==> src/rtl/opb_register_bank_ppc2simulink.sv <==
// OPB slave bank of C_NUM_REGS 32-bit software-to-fabric registers.
// Define OPB_REG_BANK_SHADOW_COMMIT_EN for atomic shadow/commit updates.
module opb_register_bank_ppc2simulink #(
  parameter logic [31:0] C_BASEADDR   = 32'h0000_0000,
  parameter logic [31:0] C_HIGHADDR   = 32'h0000_00FF,
  parameter int          C_OPB_AWIDTH = 32,
  parameter int          C_OPB_DWIDTH = 32,
  parameter int          C_NUM_REGS   = 4,
  parameter logic [31:0] C_RESET_VAL  = 32'h0000_0000
) (
  input  logic                    OPB_Clk,
  input  logic                    OPB_Rst,
  input  logic [0:31]             OPB_ABus,
  input  logic [0:3]              OPB_BE,
  input  logic [0:31]             OPB_DBus,
  input  logic                    OPB_RNW,
  input  logic                    OPB_select,
  input  logic                    OPB_seqAddr,
  output logic [0:31]             Sl_DBus,
  output logic                    Sl_xferAck,
  output logic                    Sl_errAck,
  output logic                    Sl_retry,
  output logic                    Sl_toutSup,
  output logic [32*C_NUM_REGS-1:0] user_data_out,
  output logic [C_NUM_REGS-1:0]   user_wr_strobe
);

  typedef enum logic [1:0] {
    S_IDLE,
    S_ACK,
    S_HOLD
  } state_t;

  localparam logic [5:0] NUM_IDX = 6'(C_NUM_REGS);

  state_t state_q, state_d;

  logic [32:0] lo_diff;
  logic [32:0] hi_diff;
  logic [31:0] offset;
  logic        hit;

  logic [5:0]  idx_q;
  logic        rnw_q;
  logic [3:0]  be_q;
  logic [31:0] wdata_q;

  logic        wr_en;
  logic [31:0] rdata;

  logic [31:0]           user_q [C_NUM_REGS];
  logic [C_NUM_REGS-1:0] strobe_q;

  // Borrow bits give the window compare without constant-compare pitfalls.
  assign lo_diff = {1'b0, OPB_ABus} - {1'b0, C_BASEADDR};
  assign hi_diff = {1'b0, C_HIGHADDR} - {1'b0, OPB_ABus};
  assign hit     = OPB_select && !lo_diff[32] && !hi_diff[32];
  assign offset  = lo_diff[31:0];

  logic unused_ok;
  assign unused_ok = ^{OPB_seqAddr, offset[31:8], offset[1:0]};

  always_ff @(posedge OPB_Clk or posedge OPB_Rst) begin
    if (OPB_Rst) begin
      state_q <= S_IDLE;
    end else begin
      state_q <= state_d;
    end
  end

  always_comb begin
    state_d = state_q;
    unique case (state_q)
      S_IDLE:  if (hit) state_d = S_ACK;
      S_ACK:   state_d = S_HOLD;
      default: state_d = S_IDLE;
    endcase
  end

  // Request is captured on the hit edge so a select drop cannot cancel it.
  always_ff @(posedge OPB_Clk or posedge OPB_Rst) begin
    if (OPB_Rst) begin
      idx_q   <= '0;
      rnw_q   <= 1'b1;
      be_q    <= '0;
      wdata_q <= '0;
    end else if (state_q == S_IDLE && hit) begin
      idx_q   <= offset[7:2];
      rnw_q   <= OPB_RNW;
      be_q    <= OPB_BE;
      wdata_q <= OPB_DBus;
    end
  end

  assign wr_en = (state_q == S_ACK) && !rnw_q;

  function automatic logic [31:0] merge(
    input logic [31:0] old_v,
    input logic [31:0] new_v,
    input logic [3:0]  be
  );
    logic [31:0] r;
    for (int b = 0; b < 4; b++) begin
      r[8*b +: 8] = be[b] ? new_v[8*b +: 8] : old_v[8*b +: 8];
    end
    return r;
  endfunction

`ifdef OPB_REG_BANK_SHADOW_COMMIT_EN

  logic [31:0]           shadow_q [C_NUM_REGS];
  logic [C_NUM_REGS-1:0] pend_q;
  logic                  commit;

  assign commit = wr_en && (idx_q == NUM_IDX) && be_q[0] && wdata_q[0];

  always_ff @(posedge OPB_Clk or posedge OPB_Rst) begin
    if (OPB_Rst) begin
      for (int i = 0; i < C_NUM_REGS; i++) begin
        user_q[i]   <= C_RESET_VAL;
        shadow_q[i] <= C_RESET_VAL;
      end
      pend_q   <= '0;
      strobe_q <= '0;
    end else begin
      strobe_q <= commit ? pend_q : '0;
      if (commit) pend_q <= '0;
      for (int i = 0; i < C_NUM_REGS; i++) begin
        if (commit) user_q[i] <= shadow_q[i];
        if (wr_en && idx_q == 6'(i)) begin
          shadow_q[i] <= merge(shadow_q[i], wdata_q, be_q);
          pend_q[i]   <= 1'b1;
        end
      end
    end
  end

  always_comb begin
    rdata = '0;
    for (int i = 0; i < C_NUM_REGS; i++) begin
      if (idx_q == 6'(i)) rdata = shadow_q[i];
    end
    if (idx_q == NUM_IDX) rdata = {31'b0, |pend_q};
  end

`else

  always_ff @(posedge OPB_Clk or posedge OPB_Rst) begin
    if (OPB_Rst) begin
      for (int i = 0; i < C_NUM_REGS; i++) begin
        user_q[i] <= C_RESET_VAL;
      end
      strobe_q <= '0;
    end else begin
      strobe_q <= '0;
      for (int i = 0; i < C_NUM_REGS; i++) begin
        if (wr_en && idx_q == 6'(i)) begin
          user_q[i]   <= merge(user_q[i], wdata_q, be_q);
          strobe_q[i] <= 1'b1;
        end
      end
    end
  end

  always_comb begin
    rdata = '0;
    for (int i = 0; i < C_NUM_REGS; i++) begin
      if (idx_q == 6'(i)) rdata = user_q[i];
    end
  end

`endif

  for (genvar g = 0; g < C_NUM_REGS; g++) begin : g_out
    assign user_data_out[32*g +: 32] = user_q[g];
  end

  assign user_wr_strobe = strobe_q;
  assign Sl_xferAck     = (state_q == S_ACK);
  assign Sl_DBus        = (state_q == S_ACK && rnw_q) ? rdata : 32'h0;
  assign Sl_errAck      = 1'b0;
  assign Sl_retry       = 1'b0;
  assign Sl_toutSup     = 1'b0;

endmodule

==> config.mk <==
export PLATFORM = sky130hd
export DESIGN_NAME = opb_register_bank_ppc2simulink
export DESIGN_NICKNAME = d
export VERILOG_FILES = /design/src/rtl/opb_register_bank_ppc2simulink.sv
export SDC_FILE = /design/constraint.sdc
export NUM_CORES = 1
export LEC_CHECK = 0
export ABC_AREA = 1
export CORE_ASPECT_RATIO = 0.6
export CORE_UTILIZATION = 50
export CTS_CLUSTER_DIAMETER = 50
export DETAILED_ROUTE_END_ITERATION = 8
export HOLD_SLACK_MARGIN = 0.02
export PLACE_DENSITY = 0.83
export SYNTH_ARGS = -nofsm -noshare
export SYNTH_HDL_FRONTEND = slang
export SYNTH_SLANG_ARGS = --single-unit
export TNS_END_PERCENT = 10
==> constraint.sdc <==
create_clock -name OPB_Clk -period 18.5 [get_ports OPB_Clk]
set_clock_uncertainty 0.2 [all_clocks]
set_input_delay 5.55 -clock OPB_Clk [delete_from_list [all_inputs] [get_ports OPB_Clk]]
set_output_delay 5.55 -clock OPB_Clk [all_outputs]
set_load 0.05 [all_outputs]
==> summary.txt, run 1 <==
Hold path
  • Hold crit path type: reg -> reg
  • Hold Path End: wdata_q[25]
  • Hold depth: 2
  • Min-delay src: wdata_q[25]

Global routing
  • Initial antenna violation count: 2
  • Vias in the first global route: 7141
  • GRT Util Overall: 0.292
  • Pin count of the biggest net entering global routing: 108
  • First-pass GRT wire length: 39700 µm
  • Total global routing overflow: 0

Routing
  • Detailed-route wire length: 25200 µm
  • Antenna-violating nets left: 0
  • Average wire per standard cell: 17.7 µm
  • Via density: 5.39
  • Post-route DRC violation count: 0
  • Initial DRC count: 796
  • Routed vias: 7683
  • First-pass DRT Iterations: 5

Timing
  • Max frequency: 0.103 GHz
  • Final setup violation count: 0
  • Fin. max-slew vios: 0
  • Final min period: 9.74 ns
  • Setup TNS: 0 ns
  • Fin crit share: 0.526
  • Hold Vio Cnt, Final: 0
  • RSZ-0062 raised after global routing: no
  • Hold WS: 0.273 ns
  • Least-Margin Pin Slew: 1.09 ns
  • Rel. slew slack: 0.273

Clock tree
  • Clock Pin Slew Worst Setup and Hold Paths: 0.07 ns
  • Clock insertion delay at the later pin of the skew report: 0.42 ns
  • Post-CTS setup repair buffer count: 0
  • # clock sinks: 177
  • Post-cts repair resize count: 0
  • Longest Clk Path Bufs: 2
  • Clock root buffer: clkbuf_16
  • Clock tree from TritonCTS: done
  • Cts hold-fix bufs: 0
  • CTS buffer count: 17
  • H-tree depth: 4

Cells and area
  • Post-route cell area: 0.0115 mm²
  • Diodes inserted: 0
  • Area Growth Syn to Fin: 33.6%
  • Layout cells sized above 1: 0.128
  • Fillers: 1320
  • Utilization after layout: 0.696
  • Final nets: 1260

Critical path
  • Setup crit start kind: register
  • CP arrival: 3.99 ns
  • Critical Path End Type: output port
  • WP data required: 12.75 ns
  • Critical R2R Capture: user_data_out[113]
  • Reg2reg start: idx_q[5]
  • Internal reg-to-reg setup slack: 15.18 ns
  • R2R depth: 6
  • Worst Setup SP: idx_q[5]
  • Setup CP Type: reg -> out
  • Largest fanout on the critical path: 65

Synth
  • Synth Cell Area: 0.00861 mm²
  • Library cells used by synthesis: 26
  • Mean area per synthesized cell: 8.75 µm²
  • Synth warnings: 0
  • Yosys reg bits: 177
  • Cell count after synthesis: 984
  • Register area share after synthesis: 0.514

Pwr
  • P_leak: 5.01 nW
  • Cell Pwr Density: 65.7 mW/mm²
  • Maximum vdd ir drop: 46.9 µV
  • Overall Power: 0.756 mW

Floorplan
  • I/O pin count: 241
  • Die area: 0.0178 mm²
  • Width of the die: 171 µm
  • Die Height: 104 µm
  • Starting Density: 0.521
  • # rows: 36
  • Core area: 0.0165 mm²

Place
  • Area after DPL: 0.0109 mm²
  • RePlAce Congestion: 0.871
  • Post-DP HPWL: 17000 µm
  • IO Port Bufs: 234

Status
  • Status: finished clean

Job
  • Number of max-cap violations: 0
## placed cells by master (no fill, tap or decap), types with 4 or more instances in the layout
master	count
o21ai_0	39
nor2_1	78
clkdlybuf4s50_1	234
buf_4	4
nand3_1	46
clkbuf_16	17
dfrtp_1	176
o21ai_2	64
inv_1	109
nand2_4	17
inv_6	4
nand2_1	206
o21ai_1	121
nor2_8	6
nand2_2	16
nand4_1	32
## cell usage after synthesis
cell type | instances | area, µm²
conb_1 | 1 | 3.75
nand4_1 | 32 | 200
o21ai_2 | 64 | 561
and2_1 | 1 | 6.26
clkbuf_1 | 20 | 75.1
nor2_2 | 2 | 12.5
inv_1 | 110 | 413
dfstp_2 | 1 | 26.3
buf_6 | 16 | 180
nand3_4 | 2 | 35.0
nor3_1 | 1 | 5.00
nor2_4 | 1 | 11.3
nand2_1 | 206 | 773
nand4_4 | 2 | 42.5
nand3_1 | 47 | 235
buf_4 | 3 | 22.5
dfrtp_1 | 176 | 4400
nand2_2 | 16 | 100
buf_2 | 16 | 80.1
o21ai_1 | 121 | 606
o21ai_0 | 39 | 195
nor2_1 | 80 | 300
buf_1 | 1 | 3.75
nor2_8 | 6 | 120
inv_2 | 3 | 11.3
nand2_4 | 17 | 191
## cells by family after synthesis
family / count (synthesis) / share of synthesized area
other cells: 1 / 0.000435
buf+inv: 169 / 0.0912
compound gates: 224 / 0.158
flops: 177 / 0.514
simple gates: 413 / 0.236
## state kept, by name (all words and copies together) (netlist names)
name and count:
user_wr_strobe 4, user_data_out 128, be_q 4, idx_q 6, rnw_q 1, wdata_q 32
state_q 2
## area by class of cell
type | instances | area (µm²) | share of cell area
clock inverter | 13 | 129 | 0.0112
tap | 228 | 285 | 0.0248
clock buffer | 17 | 425 | 0.0370
sequential | 177 | 4430 | 0.385
timing repair buffer | 238 | 2370 | 0.206
multi-input combinational | 640 | 3440 | 0.299
inverter | 113 | 429 | 0.0373
## worst max-delay path by stage
stage / endpoint / slack [ns] / depth (start not counted)
finish: Sl_DBus[5] / 8.76 / 6
global route: Sl_DBus[31] / 8.52 / 6
CTS: Sl_DBus[31] / 8.86 / 6
detailed placement: Sl_DBus[5] / 9.31 / 6
global placement: Sl_DBus[31] / 9.36 / 6
floorplan: be_q[0] / 7.95 / 1
## power by group
part | leakage (nW) | internal (mW) | switching, mW
sequential | 2.47 | 0.387 | 0.000000180
clock | 0.266 | 0.187 | 0.157
combinational | 2.27 | 0.0134 | 0.0122
total | 5.01 | 0.587 | 0.169
## critical path: stages, from the launching register on
cell	delay, ns
dfrtp_1	0.44
nor2_8	0.61
nand4_4	1.00
o21ai_0	0.50
nor2_1	0.07
nor2_1	0.11
clkdlybuf4s50_1	0.82
## layer usage
metal,vias to the layer above,routed length [µm],track usage
met4,4,250,0.0657
met2,366,11000,0.412
met1,3682,11600,0.450
met5,-,27,0
met3,31,2280,0.0676
li1,3600,-,-
## through the flow
step | cells | setup WS (ns)
floorplan | 986 | 7.95
global placement | 1396 | 9.36
finish | 1426 | 8.76
global route | 1426 | 8.52
detailed placement | 1396 | 9.31
CTS | 1426 | 8.86
Note: power is estimated with default switching activity, not from simulation.
==> run 2, diff against run 1 <==
CORE_UTILIZATION = 44   (was 50)
PLACE_DENSITY = 0.77   (was 0.83)
clock period = 8.2 ns   (was 18.5 ns; I/O delays follow)
==> summary.txt, run 2 (synthesis gave the netlist of run 1 again) <==
Status
  • Status: finished clean (unchanged)

Global routing
  • Total global routing overflow: 0 (unchanged)
  • Met2 usage: 0.381 (was 0.412)
  • Grt met1 use: 0.377 (was 0.450)
  • Global route hottest layer: met2 (was met1)
  • Pin count of the biggest net entering global routing: 65 (was 108)
  • First-pass GRT wire length: 39400 µm (was 39700 µm)
  • GRT Util Overall: 0.262 (was 0.292)
  • Initial antenna violation count: 0 (was 2)
  • Vias in the first global route: 7043 (was 7141)
  • Grt met3 use: 0.0798 (was 0.0676)

Timing
  • Max frequency: 0.155 GHz
  • Fin. max-slew vios: 0 (unchanged)
  • Rel. slew slack: 0.259 (was 0.273)
  • Hold WS: 0.270 ns (was 0.273 ns)
  • Hold Vio Cnt, Final: 0 (unchanged)
  • Least-Margin Pin Slew: 1.11 ns (was 1.09 ns)
  • Fin crit share: 0.785
  • RSZ-0062 raised after global routing: no (unchanged)
  • Final min period: 6.44 ns
  • Setup TNS: 0 ns (unchanged)
  • Final setup violation count: 0 (unchanged)

Critical path
  • Most used cell, CP: nor2_1 (unchanged)
  • Delay-heaviest family, CP: simple AND/OR/NAND/NOR gates (unchanged)
  • Setup CP Type: reg -> out (unchanged)
  • Critical Path End Type: output port (unchanged)
  • Crit path largest cell delay: 0.83 ns (was 1.00 ns)
  • Critical path cell sequence: nor2_8 > nand4_4 > buf_4 > o21ai_1 > nor2_1 > nor2_1 > clkdlybuf4s50_1 (was nor2_8 > nand4_4 > o21ai_0 > nor2_1 > nor2_1 > clkdlybuf4s50_1)
  • Setup crit start kind: register (unchanged)
  • WP data required: 5.54 ns (was 12.75 ns)
  • Worst path bufs/invs: 2 (was 1)
  • Largest fanout on the critical path: 36 (was 65)
  • Crit-path slowest cell: clkdlybuf4s50_1 (was nand4_4)
  • CP arrival: 3.78 ns (was 3.99 ns)

Place
  • IO Port Bufs: 234 (unchanged)
  • Post-DP HPWL: 17000 µm (about the same)
  • RePlAce Congestion: 0.839 (was 0.871)

Clock tree
  • Post-CTS setup repair buffer count: 0 (unchanged)
  • # clock sinks: 177 (unchanged)
  • Clock root buffer: clkbuf_16 (unchanged)
  • CTS buffer count: 17 (unchanged)
  • Post-cts repair resize count: 0 (unchanged)
  • Cts hold-fix bufs: 0 (unchanged)
  • H-tree depth: 4 (unchanged)
  • Longest Clk Path Bufs: 2 (unchanged)
  • Clock tree from TritonCTS: done (unchanged)
  • Clock insertion delay at the later pin of the skew report: 0.43 ns (was 0.42 ns)
  • Clock Pin Slew Worst Setup and Hold Paths: 0.07 ns (about the same)

Floorplan
  • Die area: 0.0202 mm² (was 0.0178 mm²)
  • # rows: 39 (was 36)
  • I/O pin count: 241 (unchanged)
  • Die Height: 110 µm (was 104 µm)
  • Width of the die: 183 µm (was 171 µm)
  • Core area: 0.0191 mm² (was 0.0165 mm²)
  • Starting Density: 0.452 (was 0.521)

Routing
  • First-pass DRT Iterations: 6 (was 5)
  • Detailed-route wire length: 25400 µm (was 25200 µm)
  • Post-route DRC violation count: 0 (unchanged)
  • Routed vias: 7550 (was 7683)
  • Average wire per standard cell: 17.3 µm (was 17.7 µm)
  • Via density: 5.15 (was 5.39)
  • Antenna-violating nets left: 0 (unchanged)
  • Initial DRC count: 798 (was 796)

Cells and area
  • Largest register FFs: 128 (unchanged)
  • Layout cells sized above 1: 0.129 (was 0.128)
  • Leading cell type in the layout, fill and taps excluded: clkdlybuf4s50_1 (unchanged)
  • Diodes inserted: 0 (unchanged)
  • Final nets: 1261 (was 1260)
  • Area Growth Syn to Fin: 35.6% (was 33.6%)
  • Commonest cells after routing, fill and taps aside: clkdlybuf4s50_1 (234), nand2_1 (206), dfrtp_1 (176) (unchanged)

Pwr
  • P_leak: 5.08 nW (was 5.01 nW)
  • Sequential group share of total power: 0.467 (was 0.511)
  • Logic pwr share: 0.032 (was 0.034)
  • Clk pwr share: 0.502 (was 0.455)
  • Sw Pwr: 0.389 mW (was 0.169 mW)
  • Maximum vdd ir drop: 135 µV (was 46.9 µV)
  • Power Internal: 1.48 mW (was 0.587 mW)
  • Switching portion of total power: 0.208 (was 0.224)
  • Cell Pwr Density: 160 mW/mm² (was 65.7 mW/mm²)

Job
  • Number of max-cap violations: 0 (unchanged)

Hold path
  • Hold crit path type: reg -> reg (unchanged)
[run 2: cell types whose count changed in the layout (fill, tap and decap cells not counted)]
cell / before / now
bufinv_16: 1 / 6
clkinvlp_4: 3 / 0
buf_4: 4 / 5
clkinv_2: 2 / 1
nor3_2: 0 / 1
nor3_4: 1 / 0
[run 2: final cells by class]
type	count	area [µm²]
well taps	266	333
repair buffers	239	2380
multi-input cells	640	3430
inverters	113	429
fillers	1613	7400
flip-flops and latches	177	4430
clock buffers	17	425
clock inverters	14	251
[run 2: worst paths after layout]
path                              from                 end  slack (ns)  depth (start not counted)
max in group asynchronous      OPB_Rst   user_data_out[49]        4.32                          3
min in group asynchronous      OPB_Rst          wdata_q[2]        2.26                          2
max                           idx_q[5]         Sl_DBus[30]        1.76                          7
min reg2reg                wdata_q[31]         wdata_q[31]        0.27                          2
min                        wdata_q[31]         wdata_q[31]        0.27                          2
max reg2reg                   idx_q[5]  user_data_out[116]        5.12                          7
[run 2: layer usage]
metal	vias up	share of wire
li1	3606	-
met2	337	0.43
met5	-	0
met4	0	0.014
met3	31	0.089
met1	3576	0.47
[run 2: worst reg2reg max path, stage by stage (launching register included)]
cell and delay, ns:
dfrtp_1 0.44, nor2_8 0.64, nand4_4 0.59, buf_4 0.48
nor2_8 0.25, nand2_4 0.17, nand2_1 0.12, o21ai_1 0.07
[run 2: per-stage QoR]
step / worst slack [ns] / power (mW) / instances / utilization / area, µm²
after floorplan: 0.740 / 0.909 / 986 / - / 8620
after global placement: 2.30 / 0.950 / 1435 / 0.577 / 11000
after detailed placement: 2.28 / 0.950 / 1435 / 0.577 / 11000
after CTS: 1.82 / 1.88 / 1466 / 0.612 / 11700
after global routing: 1.62 / 1.93 / 1466 / 0.612 / 11700
final: 1.76 / 1.87 / 1466 / 0.612 / 11700
[run 2: power by group through the flow]
stage / combinational (mW) / clock (mW) / sequential, mW
after floorplan: 0.0196 / 0 / 0.890
after global placement: 0.0603 / 0 / 0.889
after detailed placement: 0.0605 / 0 / 0.889
after CTS: 0.0607 / 0.948 / 0.873
after global routing: 0.0660 / 0.990 / 0.872
final: 0.0593 / 0.938 / 0.873
==> run 3, diff against run 2 <==
clock period = 5.9 ns   (was 8.2 ns; I/O delays follow)
==> summary.txt, run 3 (synthesis gave the netlist of run 1 again) <==
Status
  • Status: finished clean (unchanged)

Critical path
  • Most used cell, CP: nor2_1 (unchanged)
  • Crit path largest cell delay: 0.84 ns (was 0.83 ns)
  • Setup CP Type: reg -> out (unchanged)
  • Setup crit start kind: register (unchanged)
  • WP data required: 3.93 ns (was 5.54 ns)
  • CP arrival: 3.37 ns (was 3.78 ns)
  • Largest fanout on the critical path: 38 (was 36)
  • Critical Path End Type: output port (unchanged)
  • Crit-path slowest cell: clkdlybuf4s50_1 (unchanged)
  • Critical path cell sequence: nor2_8 > nand4_4 > buf_12 > o21ai_1 > nor2_1 > nor2_1 > clkdlybuf4s50_1 (was nor2_8 > nand4_4 > buf_4 > o21ai_1 > nor2_1 > nor2_1 > clkdlybuf4s50_1)

Timing
  • Hold Vio Cnt, Final: 0 (unchanged)
  • Fin. max-slew vios: 0 (unchanged)
  • Max frequency: 0.187 GHz
  • Fin crit share: 0.905
  • RSZ-0062 raised after global routing: no (unchanged)
  • Final setup violation count: 0 (unchanged)
  • Rel. slew slack: 0.236 (was 0.259)
  • Final min period: 5.34 ns
  • Setup TNS: 0 ns (unchanged)
  • Least-Margin Pin Slew: 1.14 ns (was 1.11 ns)

Routing
  • Post-route DRC violation count: 0 (unchanged)
  • First-pass DRT Iterations: 5 (was 6)
  • Via density: 5.20 (was 5.15)
  • Initial DRC count: 644 (was 798)
  • Average wire per standard cell: 17.3 µm (about the same)
  • Antenna-violating nets left: 0 (unchanged)
  • Routed vias: 7635 (was 7550)
  • Detailed-route wire length: 25400 µm (about the same)

Place
  • Post-DP HPWL: 17300 µm (was 17000 µm)
  • RePlAce Congestion: 0.848 (was 0.839)
  • IO Port Bufs: 234 (unchanged)

Cells and area
  • Leading cell type in the layout, fill and taps excluded: clkdlybuf4s50_1 (unchanged)
  • Commonest cells after routing, fill and taps aside: clkdlybuf4s50_1 (234), nand2_1 (206), dfrtp_1 (176) (unchanged)
  • Layout cells sized above 1: 0.130 (was 0.129)
  • Diodes inserted: 0 (unchanged)
  • Fillers: 1626 (was 1613)
  • Largest register FFs: 128 (unchanged)
  • Area Growth Syn to Fin: 35.3% (was 35.6%)
  • Flip-flop and latch area: 0.00443 mm² (unchanged)
  • Footprint of the multi-input gates: 0.00343 mm² (unchanged)
  • Final nets: 1261 (unchanged)

Global routing
  • First-pass GRT wire length: 39300 µm (was 39400 µm)
  • Initial antenna violation count: 1 (was 0)
  • Total global routing overflow: 0 (unchanged)
  • GRT Util Overall: 0.259 (was 0.262)
  • Vias in the first global route: 7024 (was 7043)
  • Pin count of the biggest net entering global routing: 178 (was 65)

Clock tree
  • Post-cts repair resize count: 0 (unchanged)
  • Clock root buffer: clkbuf_16 (unchanged)
  • Post-CTS setup repair buffer count: 0 (unchanged)
  • Clock Pin Slew Worst Setup and Hold Paths: 0.07 ns (about the same)
  • CTS buffer count: 17 (unchanged)
  • # clock sinks: 177 (unchanged)
  • Longest Clk Path Bufs: 2 (unchanged)
  • Clock insertion delay at the later pin of the skew report: 0.42 ns (was 0.43 ns)
  • H-tree depth: 4 (unchanged)
  • Cts hold-fix bufs: 0 (unchanged)
  • Clock tree from TritonCTS: done (unchanged)

Floorplan
  • Die area: 0.0202 mm² (unchanged)
  • I/O pin count: 241 (unchanged)
  • Core area: 0.0191 mm² (unchanged)
  • # rows: 39 (unchanged)
  • Starting Density: 0.452 (unchanged)
  • Width of the die: 183 µm (unchanged)
  • Die Height: 110 µm (unchanged)

Pwr
  • Maximum vdd ir drop: 184 µV (was 135 µV)
  • Cell Pwr Density: 213 mW/mm² (was 160 mW/mm²)
  • P_leak: 5.05 nW (was 5.08 nW)
  • Overall Power: 2.48 mW (was 1.87 mW)

Hold path
  • Hold crit path type: reg -> reg (unchanged)

Job
  • Number of max-cap violations: 0 (unchanged)
[run 3: final timing paths]
kind	cells after the start	start	endpoint	slack, ns
worst max register to register	4	state_q[1]	wdata_q[21]	2.77
worst max-delay path	7	idx_q[3]	Sl_DBus[20]	0.56
min in group asynchronous	3	OPB_Rst	wdata_q[25]	1.75
max in group asynchronous	3	OPB_Rst	user_data_out[51]	2.98
worst min register to register	2	wdata_q[11]	wdata_q[11]	0.27
worst min-delay path	2	wdata_q[11]	wdata_q[11]	0.27
[run 3: area by class of cell]
class,count,share of cell area
inverter,113,0.0367
tap,266,0.0286
multi-input combinational,640,0.294
timing repair buffer,239,0.206
clock buffer,17,0.0365
sequential,177,0.380
clock inverter,15,0.0174
[run 3: per-stage QoR]
stage | std cells | utilization | worst slack (ns) | instance area, µm² | hold slack [ns]
after floorplan | 986 | - | 1.66 | 8630 | 0.242
after global placement | 1435 | 0.578 | 1.05 | 11000 | 0.255
after detailed placement | 1435 | 0.578 | 1.02 | 11000 | 0.258
after CTS | 1467 | 0.611 | 0.545 | 11700 | 0.276
after global routing | 1467 | 0.611 | 0.386 | 11700 | 0.289
final | 1467 | 0.611 | 0.558 | 11700 | 0.274
[run 3: routing by layer]
layer	global-route usage	up-vias	part of all wire
met1	0.380	3670	0.47
met2	0.379	335	0.44
met3	0.0673	22	0.088
met4	0.0612	2	0.0094
met5	0	-	0.00039
li1	-	3606	-
[run 3: report_power, final]
group / switching (mW) / internal [mW]
registers: 0.000000559 / 1.21
clock network: 0.536 / 0.649
logic: 0.0392 / 0.0431
total: 0.575 / 1.90
[run 3: worst max-delay path, delay by kind of cell (launching register included)]
| family | cells | cell delay (ns) |
|---|---|---|
| buffers and inverters | 2 | 1.24 |
| and+or+nand+nor | 4 | 1.15 |
| DFF | 1 | 0.44 |
| AOI/OAI and AO/OA | 1 | 0.09 |
